[config.mk]
export PLATFORM = sky130hd
export DESIGN_NAME = apb_arb_master
export DESIGN_NICKNAME = d
export VERILOG_FILES = /design/src/rtl/apb_arb_master.sv
export SDC_FILE = /design/constraint.sdc
export NUM_CORES = 1
export LEC_CHECK = 0
export BUFFER_PORTS_ARGS = -buffer_cell sky130_fd_sc_hd__buf_2
export CORE_MARGIN = 1
export CORE_UTILIZATION = 40
export DETAILED_ROUTE_END_ITERATION = 6
export PLACE_DENSITY = 0.85
export SYNTH_ARGS = -nofsm -noshare
export SYNTH_HDL_FRONTEND = slang
export SYNTH_SLANG_ARGS = --single-unit
export TNS_END_PERCENT = 100
[constraint.sdc]
create_clock -name PCLK -period 1.4 [get_ports PCLK]
set_input_delay 0.14 -clock PCLK [delete_from_list [all_inputs] [get_ports PCLK]]
set_output_delay 0.14 -clock PCLK [all_outputs]
set_load 0.03 [all_outputs]
[src/rtl/apb_arb_master.sv]
// -----------------------------------------------------------------------------
// apb_arb_master
//
// Shares one APB completer port between NUM_REQ internal requesters. A
// round-robin arbiter picks one pending request while the bus is idle, the FSM
// walks the APB SETUP and ACCESS phases, and the result (read data or a
// timeout error) is returned to the requester that won the grant.
//
// Ports:
//   PCLK, PRESETn        clock (rising edge) and asynchronous active-low reset
//   req_valid/req_write  per-requester request and direction (1 = write)
//   req_addr/req_wdata   packed per-requester address / write data,
//                        requester i at [i*W +: W]
//   req_ready            one-cycle accept pulse to the granted requester
//   rsp_valid            one-cycle completion pulse to the owning requester
//   rsp_rdata/rsp_err    read data / timeout flag, qualified by rsp_valid
//   PSEL..PWDATA         APB request outputs (all registered)
//   PRDATA/PREADY        APB completer response inputs
// -----------------------------------------------------------------------------
module apb_arb_master #(
    parameter int ADDR_WIDTH = 4,
    parameter int DATA_WIDTH = 32,
    parameter int NUM_REQ    = 2,
    parameter int TIMEOUT    = 16
) (
    input  logic                          PCLK,
    input  logic                          PRESETn,
    input  logic [NUM_REQ-1:0]            req_valid,
    input  logic [NUM_REQ-1:0]            req_write,
    input  logic [NUM_REQ*ADDR_WIDTH-1:0] req_addr,
    input  logic [NUM_REQ*DATA_WIDTH-1:0] req_wdata,
    output logic [NUM_REQ-1:0]            req_ready,
    output logic [NUM_REQ-1:0]            rsp_valid,
    output logic [DATA_WIDTH-1:0]         rsp_rdata,
    output logic                          rsp_err,
    output logic                          PSEL,
    output logic                          PENABLE,
    output logic                          PWRITE,
    output logic [ADDR_WIDTH-1:0]         PADDR,
    output logic [DATA_WIDTH-1:0]         PWDATA,
    input  logic [DATA_WIDTH-1:0]         PRDATA,
    input  logic                          PREADY
);

    localparam int GNT_W = (NUM_REQ > 1) ? $clog2(NUM_REQ) : 1;
    localparam int CNT_W = (TIMEOUT > 1) ? $clog2(TIMEOUT) : 1;

    typedef enum logic [1:0] {
        IDLE   = 2'd0,
        SETUP  = 2'd1,
        ACCESS = 2'd2
    } state_t;

    state_t                state, state_nxt;
    logic [GNT_W-1:0]      last_grant, last_grant_nxt;
    logic [GNT_W-1:0]      owner, owner_nxt;
    logic [GNT_W-1:0]      grant;
    logic [CNT_W-1:0]      wait_cnt, wait_cnt_nxt;
    logic                  timeout_hit;

    logic                  psel_nxt;
    logic                  penable_nxt;
    logic                  pwrite_nxt;
    logic [ADDR_WIDTH-1:0] paddr_nxt;
    logic [DATA_WIDTH-1:0] pwdata_nxt;
    logic [NUM_REQ-1:0]    req_ready_nxt;
    logic [NUM_REQ-1:0]    rsp_valid_nxt;
    logic [DATA_WIDTH-1:0] rsp_rdata_nxt;
    logic                  rsp_err_nxt;

    // Round-robin pick: first asserted index after 'last', wrapping. The loop
    // runs from the lowest priority (last itself) to the highest (last+1) so
    // the highest-priority hit is the one that sticks.
    function automatic logic [GNT_W-1:0] rr_pick(input logic [NUM_REQ-1:0] valid,
                                                 input logic [GNT_W-1:0]   last);
        logic [GNT_W-1:0] pick;
        int               idx;
        pick = last;
        for (int k = NUM_REQ; k >= 1; k--) begin
            idx = (int'(last) + k) % NUM_REQ;
            if (valid[idx]) begin
                pick = GNT_W'(idx);
            end
        end
        return pick;
    endfunction

    function automatic logic [NUM_REQ-1:0] onehot(input logic [GNT_W-1:0] idx);
        return NUM_REQ'(1) << idx;
    endfunction

    // The counter holds the number of stalled ACCESS cycles already seen, so
    // reaching TIMEOUT-1 while PREADY is still low means this is the
    // TIMEOUT-th stalled cycle.
    assign timeout_hit = (TIMEOUT != 0) && (wait_cnt == CNT_W'(TIMEOUT - 1));

    always_comb begin
        state_nxt      = state;
        last_grant_nxt = last_grant;
        owner_nxt      = owner;
        wait_cnt_nxt   = wait_cnt;
        psel_nxt       = PSEL;
        penable_nxt    = PENABLE;
        pwrite_nxt     = PWRITE;
        paddr_nxt      = PADDR;
        pwdata_nxt     = PWDATA;
        req_ready_nxt  = '0;
        rsp_valid_nxt  = '0;
        rsp_rdata_nxt  = '0;
        rsp_err_nxt    = 1'b0;
        grant          = rr_pick(req_valid, last_grant);

        case (state)
            IDLE: begin
                psel_nxt    = 1'b0;
                penable_nxt = 1'b0;
                if (|req_valid) begin
                    state_nxt      = SETUP;
                    owner_nxt      = grant;
                    last_grant_nxt = grant;
                    psel_nxt       = 1'b1;
                    pwrite_nxt     = req_write[grant];
                    paddr_nxt      = req_addr[int'(grant)*ADDR_WIDTH +: ADDR_WIDTH];
                    pwdata_nxt     = req_wdata[int'(grant)*DATA_WIDTH +: DATA_WIDTH];
                    req_ready_nxt  = onehot(grant);
                end
            end

            SETUP: begin
                state_nxt    = ACCESS;
                penable_nxt  = 1'b1;
                wait_cnt_nxt = '0;
            end

            ACCESS: begin
                // A ready completer wins over a timeout landing on the same cycle.
                if (PREADY) begin
                    state_nxt     = IDLE;
                    psel_nxt      = 1'b0;
                    penable_nxt   = 1'b0;
                    rsp_valid_nxt = onehot(owner);
                    rsp_rdata_nxt = PWRITE ? '0 : PRDATA;
                end else if (timeout_hit) begin
                    state_nxt     = IDLE;
                    psel_nxt      = 1'b0;
                    penable_nxt   = 1'b0;
                    rsp_valid_nxt = onehot(owner);
                    rsp_err_nxt   = 1'b1;
                end else if (TIMEOUT != 0) begin
                    wait_cnt_nxt = wait_cnt + 1'b1;
                end
            end

            default: begin
                state_nxt   = IDLE;
                psel_nxt    = 1'b0;
                penable_nxt = 1'b0;
            end
        endcase
    end

    always_ff @(posedge PCLK or negedge PRESETn) begin
        if (!PRESETn) begin
            state      <= IDLE;
            last_grant <= GNT_W'(NUM_REQ - 1);
            owner      <= '0;
            wait_cnt   <= '0;
            PSEL       <= 1'b0;
            PENABLE    <= 1'b0;
            PWRITE     <= 1'b0;
            PADDR      <= '0;
            PWDATA     <= '0;
            req_ready  <= '0;
            rsp_valid  <= '0;
            rsp_rdata  <= '0;
            rsp_err    <= 1'b0;
        end else begin
            state      <= state_nxt;
            last_grant <= last_grant_nxt;
            owner      <= owner_nxt;
            wait_cnt   <= wait_cnt_nxt;
            PSEL       <= psel_nxt;
            PENABLE    <= penable_nxt;
            PWRITE     <= pwrite_nxt;
            PADDR      <= paddr_nxt;
            PWDATA     <= pwdata_nxt;
            req_ready  <= req_ready_nxt;
            rsp_valid  <= rsp_valid_nxt;
            rsp_rdata  <= rsp_rdata_nxt;
            rsp_err    <= rsp_err_nxt;
        end
    end

endmodule

==> impl_metrics.ini, run 1 <==
[route]
via_per_inst = 5.03
routed_wirelength_um = 9660
drt_iter0_markers = 103
ant_nets = 0
wl_per_cell_um = 16.5
num_vias = 2950
drc = 0
firstDrtPassIters = 4

[global_routing]
grt_pass1_wl_um = 14800
grt_use_met1_pct = 26.4
track_usage_pct = 22.1
grt-ovfl-total = 0
grt_pass1_vias = 3237
top_usage_layer = met2
grt_util_met2_pct = 36.4
grt_max_degree = 36
gr-usage-met3_pct = 7.07
antenna_found_initial = 0

[sta]
hold_viol = 0
layout_setup_ws_ps = -4.20
final-max-slew-violation-count = 0
setup_viol = 3
slew_headroom_pct = 74.0
timing.fmax_mhz = 712
finalCritPeriodShare_pct = 100
worst_clock_skew_ps = 13.8
worstMarginPinSlew_ps = 390
rsz0062_at_grt = yes
period_minus_slack_ps = 1400
hold_slack_ps = 20.0

[job]
drv_cap = 0

[clock_tree]
worstSkewPairLatency_ps = 350
htreeDepth = 3
clk_path_buf_depth = 2
cts_buffers = 9
cts.sinks = 84
path_clk_slew_ps = 80
cts_tree = built
cts_root_buffer = clkbuf_8

[placed_design]
dp_slack_ps = 3.48
gp_congestion = 0.787
post_dp_cell_area_um2 = 4440
numPortBuffers = 186
dpl.hpwl_um = 6300

[outcome]
status = finished with violations
violations = negative setup slack

[logic_synthesis]
yosysUniqueCellTypes = 31
synth.area.mux_share_pct = 0.602
syn_avg_cell_area_um2 = 13.2
synth.top_cells.by_area = dfrtp_1 (63%), a221o_1 (11%), a21boi_0 (7.0%), and2_1 (6.2%), buf_6 (1.7%)
synthAdderAreaFrac_pct = 0.377
syn_inst = 251
synth-simple-area-share_pct = 10.4
synth_area_leader_cell = dfrtp_1
synth_top_cell_area_share_pct = 62.5
synth_seq_cells = 84
syn-num-nets = 363
netlist_area_um2 = 3320
synth.yosys.seq_area_share_pct = 63.3
yosys_warnings = 0
synth_top_family_by_area = compound AO/OA/AOI/OAI gates
synthXorXnorAreaFrac_pct = 0.264
synth_compound_area_share_pct = 21.2

[final_layout]
nNetsFinal = 591
drive_gt1_share_pct = 47.9
layout_common_cells = buf_2 (185), dfrtp_1 (83), a221o_1 (37), a21boi_0 (31), dlygate4sd3_1 (31)
n_fill_cell = 621
final_common_cell = buf_2
fin_area_um2 = 5050
antenna_cells = 0
area_delta_synth_final_pct = 52.1

[power_and_ir_drop]
ir_drop_mv = 0.789
p_per_area_nw_per_um2 = 1940
p_leak_nw = 2.67

[critical_path]
worstPathRequired_ps = 1620
endpoint_kind = flip-flop
path_max_fanout = 19
cp-start-kind = flip-flop
crit_arrival_ps = 1620
crit_type = flip-flop to flip-flop
r2r_cells = 4

[worst_hold_path]
whs_path_depth = 2
hold_class = input pin to flip-flop

[floorplan]
ios = 187
core.rowCount = 32
die_h_um = 93.2
die-area_um2 = 8680
start_util_pct = 42.1
core_um2 = 7890
fp.dieW_um = 93.2
[power breakdown]
group	internal [mW]	leakage [nW]	switching, mW	total [mW]
Clock	0.697	0.0855	0.869	1.57
Sequential	3.18	1.09	0.379	3.56
Combinational	1.89	1.49	2.81	4.70
[worst paths after layout]
check,end,slack [ps],from
setup / recovery,PWDATA[15],-4,last_grant
hold / removal,PWDATA[12],20,req_wdata[44]
setup reg to reg,PWDATA[15],-4,last_grant
hold reg to reg,rsp_valid[0],470,owner
max in group asynchronous,PWDATA[6],630,PRESETn
min in group asynchronous,PADDR[0],250,PRESETn
[worst max-delay path, cell delays in order (launching register included)]
cell     delay, ps
dfstp_2        540
nand2_1         50
and3_1         180
buf_4          200
a221o_1        320
[area by class of cell]
type                    count  area (um^2)  share of cell area [%]
flip-flops and latches     84         2100                    41.6
repair buffers            237         1520                    30.0
multi-input cells         144         1120                    22.1
clock buffers              11          141                    2.80
well taps                 102          128                    2.52
clock inverters             5         37.5                   0.743
inverters                   3         11.3                   0.223
[layer usage]
metal | vias to the layer above | part of all wire (%)
li1 | 1368 | -
met4 | 0 | 2.1
met5 | - | 0
met3 | 18 | 8.2
met1 | 1426 | 41
met2 | 138 | 49
[cells by family after synthesis]
logic type	after synthesis
xor gates and xnor gates	1
adders and majority gates	1
AOI/OAI and AO/OA	82
muxes	2
and+or+nand+nor	58
DFF	84
buffers and inverters	23
[synthesized netlist by cell type, drive strengths merged]
cell type / n
nor2: 3
and3: 2
a21o: 1
nand3: 2
nand2: 5
a21oi: 3
nor2b: 1
or2: 1
nand3b: 1
xnor2: 1
mux2i: 2
nor3: 4
nor3b: 2
clkbuf: 11
a21bo: 1
a31oi: 1
a221o: 37
a21boi: 37
dfstp: 1
inv: 3
nand2b: 4
o21ba: 1
ha: 1
o22ai: 1
dfrtp: 83
buf: 9
and2: 33
[sequential cells by signal, indices dropped and copies added (netlist names)]
name and flops:
PWDATA 32, rsp_rdata 32, PADDR 4, wait_cnt 4, req_ready 2, rsp_valid 2
state 2, PENABLE 1, PSEL 1, PWRITE 1, last_grant 1, owner 1
rsp_err 1
[stage by stage]
stage / TNS [ps] / cells / total power [mW] / utilization [%]
after floorplan: 0 / 251 / 6.62 / -
after global placement: 0 / 534 / 7.87 / 56.3
after detailed placement: 0 / 534 / 8.02 / 56.3
after CTS: -10.1 / 580 / 9.66 / 62.4
after global routing: -2120 / 586 / 10.4 / 64.1
final: -7.32 / 586 / 9.83 / 64.1
[timing repair]
action / 4_1_cts / 5_1_grt
endpoints found under the hold margin: 54 / 1
setup buffers: 0 / 2
gates resized for setup: 0 / 8
hold buffers: 30 / 1
endpoints found under the setup margin: 3 / 73
gates cloned: 0 / 3
pin swaps: 0 / 1
(Power assumes the default switching activity.)
==> inputs of run 2 (changes only) <==
Settings changed: CORE_UTILIZATION 40 to 44, PLACE_DENSITY 0.85 to 0.89.
Clock period 1.4 ns to 1.3 ns, I/O delays scaled along.
==> run 2 against run 1 <==
The run still ends with negative setup slack left. Critical endpoint is now PWDATA[22]. Total power is 20% higher. Largest power group unchanged. Sequential power is 9.3% higher. Routed wire length is 9.8% higher.
==> impl_metrics.ini, run 2 (synthesized netlist as in run 1, its figures left out) <==
[route]
firstDrtPassIters = 4
num_vias = 3119
routed_wirelength_um = 10600
via_per_inst = 5.22
wl_per_cell_um = 17.7
ant_nets = 0
drt_iter0_markers = 145
drc = 0

[placed_design]
numPortBuffers = 186
dpl.hpwl_um = 6350
post_dp_cell_area_um2 = 4470
gp_congestion = 0.762
dp_slack_ps = -88.3

[global_routing]
antenna_found_initial = 0
grt_util_met2_pct = 47.2
grt_pass1_wl_um = 15200
gr-usage-met3_pct = 7.02
grt_pass1_vias = 3125
grt-ovfl-total = 0
track_usage_pct = 26.3
top_usage_layer = met2
grt_use_met1_pct = 29.6
grt_max_degree = 53

[critical_path]
endpoint_kind = flip-flop
worstPathRequired_ps = 1530
crit_start = state[0]
r2r_cells = 5
r2r_start = state[0]
cp-start-kind = flip-flop
crit_type = flip-flop to flip-flop
worst_r2r_endpoint = PWDATA[22]
crit_arrival_ps = 1620
path_max_fanout = 16
reg2reg_slack_ps = -90

[floorplan]
fp.dieW_um = 88.9
die-area_um2 = 7900
ios = 187
core.rowCount = 31
core_um2 = 7290
start_util_pct = 45.6
die_h_um = 88.9

[final_layout]
area_delta_synth_final_pct = 59.8
antenna_cells = 0
final_common_cell = buf_2
nNetsFinal = 607
n_fill_cell = 496
layout_common_cells = buf_2 (185), dfrtp_1 (82), a221o_1 (37), dlygate4sd3_1 (36), and2_1 (33)
fin_area_um2 = 5310
reg.largest.list = PWDATA: 32 flops, rsp_rdata: 32 flops
utilization_pct = 72.8
drive_gt1_share_pct = 48.9

[power_and_ir_drop]
p_total_mw = 11.8
ir_drop_mv = 1.01
p_per_area_nw_per_um2 = 2230
p_leak_nw = 2.79

[clock_tree]
cts_tree = built
cts.sinks = 84
htreeDepth = 3
clk_path_buf_depth = 2
path_clk_slew_ps = 80
cts_root_buffer = clkbuf_8
cts_buffers = 9
worstSkewPairLatency_ps = 350

[sta]
final-max-slew-violation-count = 0
layout_setup_ws_ps = -94.0
setup_viol = 64
worst_clock_skew_ps = 9.77
period_minus_slack_ps = 1390
finalCritPeriodShare_pct = 107
hold_slack_ps = 3.83
hold_viol = 0
timing.fmax_mhz = 717
worstMarginPinSlew_ps = 274
slew_headroom_pct = 81.8
rsz0062_at_grt = yes

[worst_hold_path]
whs_path_depth = 2
hold_path_startpoint = PRDATA[25]
min_to = rsp_rdata[25]
hold_class = input pin to flip-flop

[job]
drv_cap = 0

[outcome]
status = finished with violations
violations = negative setup slack
-- run 2: cell count changes in the layout (fill, tap and decap cells not counted), moves of 5 or more --
cell	previous run	this run
and3_4	0	9
a21boi_1	6	14
dlygate4sd3_1	31	36
a21boi_0	31	23
-- run 2: layout make-up --
type / count / area [um^2] / share of cell area (%)
Sequential cell: 84 / 2100 / 39.6
Timing Repair Buffer: 246 / 1620 / 30.5
Multi-Input combinational cell: 151 / 1210 / 22.8
Clock buffer: 11 / 141 / 2.66
Tap cell: 99 / 124 / 2.33
Clock inverter: 4 / 97.6 / 1.84
Inverter: 3 / 11.3 / 0.212
-- run 2: routing by layer --
metal  wire, um  up-vias
met1       3900     1518
li1           -     1414
met2       5620      159
met4        242        0
met5          0        -
met3        838       28
-- run 2: per-stage QoR --
step                      setup TNS [ps]  instances
after floorplan                    -1130        251
after global placement              -664        530
after detailed placement           -2570        530
after CTS                           -292        587
after global routing               -7280        598
final                              -2940        598
-- run 2: repair_timing --
item	in CTS	in global routing
buffers inserted	3	6
hold buffers	33	3
pin swaps	8	6
endpoints found under the hold margin	114	2
setup endpoints to repair	44	75
resized for setup	17	11
gates cloned	6	3
-- run 2: worst max-delay path, cell delays in order, from the launching register on --
cell and delay (ps):
dfrtp_2 420, nor2_4 70, buf_4 130, and3_4 160
buf_12 150, a221o_1 350
-- run 2: report_power, final --
part | internal, mW | total (mW) | switching [mW]
clock | 1.32 | 2.22 | 0.900
combinational | 2.48 | 5.72 | 3.24
sequential | 3.43 | 3.89 | 0.459
-- run 2: worst max-delay path by stage --
| stage | end | slack [ps] | cells after the start |
|---|---|---|---|
| after global routing | PWDATA[20] | -140 | 5 |
| after detailed placement | PWDATA[10] | -90 | 3 |
| final | PWDATA[22] | -90 | 5 |
| after floorplan | PWDATA[19] | -70 | 5 |
| after CTS | PADDR[2] | -30 | 4 |
| after global placement | PADDR[2] | -40 | 4 |
